===== config.mk =====
export PLATFORM = sky130hd
export DESIGN_NAME = chunked_add_sub
export DESIGN_NICKNAME = d
export VERILOG_FILES = /design/src/rtl/chunked_add_sub.sv
export SDC_FILE = /design/constraint.sdc
export NUM_CORES = 1
export LEC_CHECK = 0
export ABC_AREA = 1
export CAP_MARGIN = 20
export CORE_MARGIN = 2
export CORE_UTILIZATION = 55
export DETAILED_ROUTE_END_ITERATION = 10
export PLACE_DENSITY = 0.83
export SLEW_MARGIN = 25
export SYNTH_ARGS = -nofsm -noshare
export SYNTH_HDL_FRONTEND = slang
export SYNTH_SLANG_ARGS = --single-unit
export TNS_END_PERCENT = 50

===== constraint.sdc =====
create_clock -name CLOCK_50 -period 5.33 [get_ports CLOCK_50]
set_input_delay 1.066 -clock CLOCK_50 [delete_from_list [all_inputs] [get_ports CLOCK_50]]
set_output_delay 1.066 -clock CLOCK_50 [all_outputs]
set_load 0.005 [all_outputs]

===== src/rtl/chunked_add_sub.sv =====
// rtl/chunked_add_sub.sv - multi-cycle chunked adder/subtractor with valid/ready handshakes
// Operands are summed CHUNK bits per clock, LSB chunk first, with the carry held in a register.
module chunked_add_sub #(
  parameter int WIDTH = 16,
  parameter int CHUNK = 4
) (
  input  logic             CLOCK_50,
  input  logic             resetn,
  input  logic             in_valid,
  output logic             in_ready,
  input  logic [WIDTH-1:0] a,
  input  logic [WIDTH-1:0] b,
  input  logic             cin,
  input  logic             sub,
  output logic             out_valid,
  input  logic             out_ready,
  output logic [WIDTH-1:0] sum,
  output logic             cout,
  output logic             ovf
);

  localparam int NCH = WIDTH / CHUNK;
  localparam int CW  = (NCH > 1) ? $clog2(NCH) : 1;
  localparam logic [CW-1:0] LAST_CHUNK = CW'(NCH - 1);

  localparam logic [1:0] S_IDLE = 2'd0;
  localparam logic [1:0] S_RUN  = 2'd1;
  localparam logic [1:0] S_DONE = 2'd2;

  logic [1:0]       state_q, state_d;
  logic [CW-1:0]    cnt_q, cnt_d;
  logic             carry_q, carry_d;
  logic [WIDTH-1:0] a_q, a_d;
  logic [WIDTH-1:0] b_q, b_d;
  logic [WIDTH-1:0] sum_q, sum_d;
  logic             cout_q, cout_d;
  logic             ovf_q, ovf_d;

  logic [CHUNK-1:0] a_ch, b_ch, s_ch;
  logic             c_ch;
  logic             msb_cin;

  assign a_ch = a_q[cnt_q*CHUNK +: CHUNK];
  assign b_ch = b_q[cnt_q*CHUNK +: CHUNK];
  assign {c_ch, s_ch} = {1'b0, a_ch} + {1'b0, b_ch} + {{CHUNK{1'b0}}, carry_q};
  // Carry into the MSB recovered from the MSB sum bit, valid for any CHUNK including 1.
  assign msb_cin = a_ch[CHUNK-1] ^ b_ch[CHUNK-1] ^ s_ch[CHUNK-1];

  always_comb begin
    state_d = state_q;
    cnt_d   = cnt_q;
    carry_d = carry_q;
    a_d     = a_q;
    b_d     = b_q;
    sum_d   = sum_q;
    cout_d  = cout_q;
    ovf_d   = ovf_q;
    case (state_q)
      S_IDLE: begin
        if (in_valid) begin
          a_d     = a;
          b_d     = b ^ {WIDTH{sub}};
          carry_d = sub ? 1'b1 : cin;
          cnt_d   = '0;
          sum_d   = '0;
          state_d = S_RUN;
        end
      end
      S_RUN: begin
        sum_d[cnt_q*CHUNK +: CHUNK] = s_ch;
        carry_d = c_ch;
        if (cnt_q == LAST_CHUNK) begin
          cout_d  = c_ch;
          ovf_d   = msb_cin ^ c_ch;
          cnt_d   = '0;
          state_d = S_DONE;
        end else begin
          cnt_d = cnt_q + CW'(1);
        end
      end
      S_DONE: begin
        if (out_ready) state_d = S_IDLE;
      end
      default: state_d = S_IDLE;
    endcase
  end

  always_ff @(posedge CLOCK_50 or negedge resetn) begin
    if (!resetn) begin
      state_q <= S_IDLE;
      cnt_q   <= '0;
      carry_q <= 1'b0;
      a_q     <= '0;
      b_q     <= '0;
      sum_q   <= '0;
      cout_q  <= 1'b0;
      ovf_q   <= 1'b0;
    end else begin
      state_q <= state_d;
      cnt_q   <= cnt_d;
      carry_q <= carry_d;
      a_q     <= a_d;
      b_q     <= b_d;
      sum_q   <= sum_d;
      cout_q  <= cout_d;
      ovf_q   <= ovf_d;
    end
  end

  assign in_ready  = (state_q == S_IDLE);
  assign out_valid = (state_q == S_DONE);
  assign sum       = sum_q;
  assign cout      = cout_q;
  assign ovf       = ovf_q;

endmodule


==> impl_results.md <==
- Routed wire length: 5600 um
- Final setup TNS: 0 ps
- WHS Path Cells: 2
- Sequential-to-total area share from yosys stat: 0.503
- Row count: 25
- 1st-pass router iterations: 4
- Reg clk slew, reported paths: 90 ps
- Hold_buf cts: 0
- Fin crit period: 3340 ps
- WP data arrival: 3540 ps
- Synth top cells by count: nand2_1 (100), dfrtp_1 (55), o21ai_0 (42), nor2_1 (23), xnor2_1 (17)
- Finished Layout Cells: 440
- Die ar.: 5550 um2
- Worst-Skew Late Latency: roughly 300 ps
- Uppermost layer routed: met4
- Finished Cell Area: 3380 um2
- Critical Path RT: 5530 ps
- Gr ovfl total: 0
- Seq pwr share: 0.368
- Clock root cell: clkbuf_8
- Int Power: 1.10 mW
- # IOs: 58
- Vias per inst: around 5.2
- Largest cells by area after synthesis: dfrtp_1 (50%), nand2_1 (14%), o21ai_0 (7.7%), xnor2_1 (5.4%), ha_1 (3.2%)
- Count leader, synth: nand2_1
- RSZ-0062 raised after global routing: false
- Routed len/inst: 12.7 um
- Max IR drop VDD: 0.000248 V
- Post-DP HPWL: 4020 um
- Crit Path Max Fanout: 27
- Rel. slew slack: 0.384
- PostCTS Resize Cnt: 0
- Switching power: 0.887 mW
- Clock sink count: 55
- Met2 WL post-DR: 2700 um
- Vias in the first global route: approximately 2.2k
- Worst-Margin Slew: 922 ps
- Sw Ratio: 0.447
- Post-synth EDFFs: 0
- Primary FF master, synth: dfrtp_1
- Worst min-delay path class: flop to flop
- Cell taking the most area after synthesis: dfrtp_1
- Layout Nets: 421
- Met1 wire length: 2600 um
- Setup violators final: 0
- Initial DRC Count: 201
- First-pass GRT wire length: 9670 um
- Crit path kind: flop to flop
- Residual DRC: 0
- Clock power share: 0.106
- Yosys warns: 0
- Critical Path End Type: flop
- Area Growth Syn to Fin: 23.7%
- Outcome: finished clean
- Antenna Cells: 0
- Gp weighted congestion: 0.921
- Slew Limit Fails: 0
- Die span in y: 74.5 um
- CTS Buf Count: 5
- Postcts setup bufs: 0
- H-tree levels: 2
- Total vias in the final route: 2269
- Peak Freq: 0.299 GHz
- GRT Total Usage: 0.226
- Power Density: 586 nW/um2
- Comb pwr share: 0.526
- Initial cell density of the core: 0.575
- Placed cell count: approximately 430
- Largest net degree at the start of global routing: 63
- Synth unique cells: 25
- Largest incremental delay on the critical path: 850 ps
- TritonCTS clock tree: done
- Fraction of layout cells with a size suffix above 1: 0.0483
- Reg2reg path depth: 11
- Top cell type's share of synthesized area: 0.503
- Post-Syn Instances: 322
- Max-cap check violation count: 0
- Die Wd: ~75 um
- Setup Skew: 4.56 ps
- Antenna Nets Post-Route: 0
- Async S/R FF share, synth: 1.00
- Slowest-stage cell, CP: dfrtp_1
- CP Cell Sequence: inv_1, o21ai_0, o22ai_1, fa_1, fa_1, a21oi_1, nor2_1, nor2_1, nand2_1, nand3_1, nand2_1
- Antenna violations before repair: 0
- Syn Area/Cell: 8.49 um2
- Mapped Area: around 2700 um2
- Area after DPL: 3310 um2
- Leak: 1.57 nW
- FF+latch count, synth: 55
- Final hold viol count: 0
- Final Cycle Share: 0.627
- Crit start category: flop
- IO Port Bufs: 57
- Max clock buf depth: 2
- Met3 WL: 257 um
- Syn_nets: 369
- Placeable Area: 4750 um2
cells by family after synthesis:
kind of cell,after synthesis,synth area share
simple gates,149,0.223
compound gates,59,0.113
flops,55,0.503
buf+inv,33,0.0590
xor+xnor,17,0.0544
fa+ha+maj,9,0.0467
final cells by class:
class                           count  area, um2
Fill cell                         389       1370
Sequential cell                    55       1380
Inverter                           20       75.1
Clock buffer                        6       72.6
Timing Repair Buffer               58        573
Tap cell                           67       83.8
Multi-Input combinational cell    234       1200
worst max-delay path: cells and delay by family, from the launching register on:
kind | cells | cell delay (ps)
adders and majority gates | 2 | 880
AOI/OAI and AO/OA | 3 | 660
DFF | 1 | 850
and+or+nand+nor | 5 | 350
buffers and inverters | 1 | 480
layout by cell type (no fill, tap or decap), types with 2 or more instances in the layout:
master and count:
o21ai_1 6, nor2_2 4, dfrtp_1 55, nand4_1 3, o22ai_1 8, inv_2 3, ha_1 7, nand2_2 2
fa_1 2, inv_1 16, nor2_1 23, clkbuf_8 5, xnor2_1 17, nand2_1 100, o21ai_0 42, clkdlybuf4s50_1 56
nand3_1 15
power by group through the flow:
stage	clock network (mW)	registers, mW	logic, mW
after global placement	0	0.730	0.994
after detailed placement	0	0.734	1.03
after global routing	0.226	0.752	1.20
after floorplan	0	0.684	0.770
after CTS	0.212	0.728	1.03
final	0.210	0.730	1.04
per-stage QoR:
stage	power, mW	utilization	worst slack [ps]	hold WS (ps)
final	1.98	0.712	1990	493
after global routing	2.18	0.712	1730	516
after CTS	1.97	0.711	2070	491
after detailed placement	1.76	0.695	2080	469
after global placement	1.72	0.695	2260	463
after floorplan	1.45	-	2960	444
routing by layer:
layer	vias to the layer above	global-route usage
met5	-	0
met4	0	0.0655
met3	4	0.0461
met2	63	0.391
met1	1068	0.287
li1	1134	-
final timing paths:
kind	startpoint	to	slack [ps]
setup / recovery	cnt_q[0]	ovf	1990
hold / removal	ovf	ovf	490
setup reg to reg	cnt_q[0]	ovf	1990
hold reg to reg	ovf	ovf	490
max in group asynchronous	resetn	a_q[2]	4010
min in group asynchronous	resetn	a_q[8]	870
sequential cells by signal, indices dropped and copies added (netlist names):
| register | count |
|---|---|
| a_q | 16 |
| b_q | 16 |
| carry_q | 1 |
| cnt_q | 2 |
| cout | 1 |
| ovf | 1 |
| state_q | 2 |
| sum | 16 |
No activity file was read; power rests on OpenSTA's default activity.
